===== config.mk =====
export PLATFORM = sky130hd
export DESIGN_NAME = mul_iter_booth
export DESIGN_NICKNAME = d
export VERILOG_FILES = /design/src/rtl/mul_iter_booth.sv
export SDC_FILE = /design/constraint.sdc
export NUM_CORES = 1
export LEC_CHECK = 0
export CAP_MARGIN = 0
export CORE_MARGIN = 2
export CORE_UTILIZATION = 40
export CTS_CLUSTER_DIAMETER = 100
export DETAILED_ROUTE_END_ITERATION = 16
export PLACE_DENSITY = 0.68
export SLEW_MARGIN = 20
export SYNTH_ARGS = -nofsm -noshare
export SYNTH_HDL_FRONTEND = slang
export SYNTH_SLANG_ARGS = --single-unit

===== constraint.sdc =====
create_clock -name clk -period 4.9 [get_ports clk]
set_input_delay 0.98 -clock clk [delete_from_list [all_inputs] [get_ports clk]]
set_output_delay 0.98 -clock clk [all_outputs]
set_load 0.02 [all_outputs]

===== src/rtl/mul_iter_booth.sv =====
// rtl/mul_iter_booth.sv - iterative radix-4 Booth multiplier for RISC-V MUL/MULH/MULHSU/MULHU
// Optional zero-operand early out: define MUL_EARLY_OUT_EN.
module mul_iter_booth #(
    parameter int XLEN = 32,
    localparam int ITER = XLEN / 2 + 1
) (
    input  logic            clk,
    input  logic            rst_n,
    input  logic            flush,
    input  logic            in_valid,
    output logic            in_ready,
    input  logic [1:0]      op,
    input  logic [XLEN-1:0] rs1,
    input  logic [XLEN-1:0] rs2,
    output logic            out_valid,
    input  logic            out_ready,
    output logic [XLEN-1:0] result
);

    localparam int EW = XLEN + 2;
    localparam int AW = 2 * XLEN + 4;
    localparam int CW = $clog2(ITER + 1);

    localparam logic [1:0] IDLE = 2'd0;
    localparam logic [1:0] BUSY = 2'd1;
    localparam logic [1:0] DONE = 2'd2;

    logic [1:0]      state;
    logic [CW-1:0]   cnt;
    logic [AW-1:0]   mc;
    logic [EW:0]     mp;
    logic [AW-1:0]   acc;
    logic [1:0]      op_q;
    logic [XLEN-1:0] res_q;

    logic            a_sgn;
    logic            b_sgn;
    logic [EW-1:0]   rs1_ext;
    logic [EW-1:0]   rs2_ext;
    logic [AW-1:0]   pp;
    logic            zero_op;

    // MULH treats both operands as signed, MULHSU only rs1.
    assign a_sgn   = (op == 2'b01) || (op == 2'b10);
    assign b_sgn   = (op == 2'b01);
    assign rs1_ext = {{2{a_sgn & rs1[XLEN-1]}}, rs1};
    assign rs2_ext = {{2{b_sgn & rs2[XLEN-1]}}, rs2};

`ifdef MUL_EARLY_OUT_EN
    assign zero_op = (rs1 == '0) || (rs2 == '0);
`else
    assign zero_op = 1'b0;
`endif

    // mc is pre-shifted each iteration, so the window mp[2:0] is always the current digit.
    always_comb begin
        pp = '0;
        case (mp[2:0])
            3'b001, 3'b010: pp = mc;
            3'b011:         pp = mc << 1;
            3'b100:         pp = -(mc << 1);
            3'b101, 3'b110: pp = -mc;
            default:        pp = '0;
        endcase
    end

    assign in_ready  = (state == IDLE);
    assign out_valid = (state == DONE);
    assign result    = res_q;

    always_ff @(posedge clk or negedge rst_n) begin
        if (!rst_n) begin
            state <= IDLE;
            cnt   <= '0;
            mc    <= '0;
            mp    <= '0;
            acc   <= '0;
            op_q  <= '0;
            res_q <= '0;
        end else if (flush) begin
            state <= IDLE;
            res_q <= '0;
        end else begin
            case (state)
                IDLE: begin
                    if (in_valid) begin
                        op_q  <= op;
                        mc    <= {{(AW - EW){rs1_ext[EW-1]}}, rs1_ext};
                        mp    <= {rs2_ext, 1'b0};
                        acc   <= '0;
                        // A zero operand jumps to the final step; acc stays 0.
                        cnt   <= zero_op ? CW'(ITER) : '0;
                        state <= BUSY;
                    end
                end
                BUSY: begin
                    if (cnt != CW'(ITER)) begin
                        acc <= acc + pp;
                        mc  <= mc << 2;
                        mp  <= mp >> 2;
                        cnt <= cnt + 1'b1;
                    end else begin
                        res_q <= (op_q == 2'b00) ? acc[XLEN-1:0] : acc[2*XLEN-1:XLEN];
                        state <= DONE;
                    end
                end
                DONE: begin
                    if (out_ready) begin
                        state <= IDLE;
                    end
                end
                default: state <= IDLE;
            endcase
        end
    end

endmodule


==> metrics.txt <==
status finished, violations left; violated checks negative setup slack; Max Transition Viols Final 0; M1 wire length 26.1 mm; dpl ws -0.552 ns; HP Start mp[31]; n_diodes 0; setup ws final -0.329 ns; unique cell type count in the Yosys netlist 82; Power Density 519 nW/µm²; mapped cell area 15900 µm²; WP data required 5.33 ns; min cycle time layout approximately 5.2 ns; Max VDD drop roughly 250 µV; Top Family by Delay on Critical Path simple AND/OR/NAND/NOR gates; Avg Cell Area, Syn 7.55 µm²; Crit Path Category flip-flop to flip-flop; Hold Path Cell Cnt 2; terminus of the critical flop-to-flop path acc[53]; TritonCTS clock tree yes; Post-Synthesis Cells ~2100; Critical Path, Cell by Cell or4_4, buf_4, or4b_4, nor4_4, nand3_1, or4_4, nand2_1, xor2_1, o21ai_0, ha_1, nand2_1, nor2_2, nand2_2, or4_4, a21oi_4, buf_4, buf_6, buf_4, o311ai_2, buf_4, mux2i_1, nand2_1; Area growth, synth to finish 38.6%; Warnings, synthesis 0; worst skew pair latency 0.55 ns; chip height 203 µm; synthesis-stage register bit count 203; clock slew at reported path FFs ~0.060 ns; DRT Pass-1 Iters 8; CP max stage delay 0.57 ns; area leader, netlist dfrtp_1; die width a little over 200 µm; Mapped Nets roughly 2200; CP Capture Type flip-flop; Clk pwr share between 10% and 20%; RSZ-0062 raised after global routing yes; Detail Route met2 WL between 20 and 30 mm; Max-Cap Viols 0; Post-Layout Cell Count 2972; logic gate share of total power 62.0%; Crit path arrival time 5.66 ns; Post-CTS Hold Buffers 0; first-pass GRT wire length 91.6 mm; Root Driver clkbuf_16; metal3 WL 4.70 mm; most frequent cell after synthesis nand2_1; buffer and inverter count on the worst path 5; WHS 0.491 ns; Leak Pwr between 9 and 10 nW; fill count 3528; routability cong. 1.00; dpl hpwl 43.2 mm; io pins approximately 110; Starting Density roughly 41%; Rows 72; R2R cell count 22; asr flop ratio synth 100%; final wirelength 58.7 mm; R2R Path Start mc[15]; fin nets 2579; top_reg_cell synth dfrtp_1; clock sink count about 200; antenna violations before repair 0; Synth area leaders dfrtp_1 32%, nand2_1 8.9%, o21ai_0 6.8%, ha_1 5.3%, nor2_1 4.8%; final instance area 22000 µm²; WHS Endpoint mp[31]; vias in the first global route between 15000 and 20000; placed cell count 2881; core area 38900 µm²; Max Clock Skew 0.0270 ns; Max Root-Sink Buffers 3; CP max stage cell or4_4; FF-to-FF setup slack -0.33 ns; largest net degree at the start of global routing just over 90; Least-Margin Pin Slew 1.10 ns; Flop pwr share 22.2%; DRC 0; Inserted Clock Buffers 25; port bufs 104; H-tree depth 1; NetSw 4.99 mW; area post-placement 19600 µm²; Top Metal Used met4; post-route antenna net violation count 0; top cell type's share of synthesized area 32.0%; fmax about 0.19 GHz; Total GRT Usage 27.8%; layout cell share with drive strength beyond 1 26.9%; Post-synth EDFFs 0; Commonest cells post-synth 378 x nand2_1, 215 x o21ai_0, 203 x dfrtp_1; CP max FO 4; count of final setup violators 22; CP Launch Type flip-flop; final hold vios 0; DR vias about 17000; drt via density 5.86; hold crit path type flip-flop to flip-flop; GRT overflow 0; sequential area share after synthesis 32.0%; cell mode on critical path buf_4; P_int 6.43 mW; slew margin rel. 26.7%; DIE AREA roughly 41000 µm²; ratio of final minimum period to clock period 107%; drt wl/cell 19.8 µm; 1st-iter DRT viols 1507; Sw Ratio between 40% and 50%
[metrics by stage]
| stage | power, mW | setup TNS (ns) | util, % |
|---|---|---|---|
| 2_1_floorplan | 5.74 | -0.0353 | - |
| 3_3_place_gp | 8.34 | -4.53 | 50.3 |
| 3_5_place_dp | 8.41 | -6.46 | 50.3 |
| 4_1_cts | 10.7 | -1.05 | 54.1 |
| 5_1_grt | 12.1 | -8.37 | 56.5 |
| 6_report | 11.4 | -2.54 | 56.5 |
[cell usage in the layout, fill, tap and decap left out, types with 11 or more instances in the layout]
cell type        count
buf_4              374
nand2_1            368
dfrtp_1            202
nor2_1             189
o21ai_0            169
a21oi_1            103
clkdlybuf4s50_1    103
a31oi_1             74
xor2_1              66
xnor2_1             54
ha_1                47
o21ai_1             36
a21o_1              35
a311oi_1            35
a21oi_2             28
nor3_1              27
a22oi_1             25
clkbuf_16           25
inv_1               21
nand3_1             21
a221oi_1            21
nand4_1             20
ha_4                17
buf_6               17
or3_1               16
nand2b_1            16
and3_1              11
[worst max-delay path by stage]
| stage | slack, ns | start | depth (start not counted) | to |
|---|---|---|---|---|
| floorplan | -0.02 | mc[1] | 22 | acc[58] |
| global placement | -0.48 | mc[1] | 22 | acc[53] |
| detailed placement | -0.55 | mc[1] | 22 | acc[53] |
| CTS | -0.17 | mc[0] | 23 | acc[57] |
| global route | -0.45 | mc[0] | 23 | acc[57] |
| finish | -0.33 | mc[15] | 22 | acc[53] |
[registers in the layout (all words and copies together), names as in the netlist]
| signal | count |
|---|---|
| result | 32 |
| state | 2 |
| mc | 64 |
| op_q | 2 |
| cnt | 5 |
| acc | 64 |
| mp | 34 |
[cell families (layout without fill, tap and decap cells)]
logic type / Yosys count / count (layout) / share of synthesized area (%)
multiplexers: 9 / 9 / 0.583
AND/OR/NAND/NOR: 799 / 799 / 22.6
XOR/XNOR: 130 / 130 / 7.17
buffers and inverters: 215 / 566 / 5.19
flip-flops: 203 / 203 / 32.0
adder cells (fa/ha/maj): 68 / 68 / 5.41
AO/OA/AOI/OAI: 679 / 679 / 27.0
[metal layers]
layer / GRT usage [%] / up-vias
met5: 0 / -
met4: 10.2 / 0
met3: 3.39 / 122
met2: 42.2 / 718
met1: 40.4 / 8361
li1: - / 8225
[cell type report]
cell class / instances / area [µm²] / share of cell area, %
clock inverters: 6 / 62.6 / 0.284
flip-flops and latches: 203 / 5080 / 23.1
inverters: 25 / 95.1 / 0.432
multi-input cells: 1685 / 11300 / 51.2
clock buffers: 35 / 713 / 3.24
well taps: 518 / 648 / 2.95
repair buffers: 500 / 4140 / 18.8
[repair_timing]
item,in CTS,in global routing
endpoints found under the setup margin,26,36
buffers inserted,22,33
pin swaps,49,106
gates resized for setup,122,160
[power by group through the flow]
stage / logic, mW / registers, mW / clock network [mW]
floorplan: 3.50 / 2.24 / 0
global placement: 5.84 / 2.51 / 0
detailed placement: 5.90 / 2.52 / 0
CTS: 6.32 / 2.51 / 1.84
global route: 7.64 / 2.57 / 1.90
finish: 7.09 / 2.54 / 1.80
[worst reg2reg max path: stages, from the launching register on]
cell and delay, ns:
dfrtp_1 0.38, or4_4 0.57, buf_4 0.17, or4b_4 0.54
nor4_4 0.21, nand3_1 0.15, or4_4 0.47, nand2_1 0.10
xor2_1 0.13, o21ai_0 0.18, ha_1 0.38, nand2_1 0.10
nor2_2 0.21, nand2_2 0.08, or4_4 0.50, a21oi_4 0.16
buf_4 0.14, buf_6 0.08, buf_4 0.10, o311ai_2 0.10
buf_4 0.17, mux2i_1 0.13, nand2_1 0.06
No activity file was read; power rests on OpenSTA's default activity.
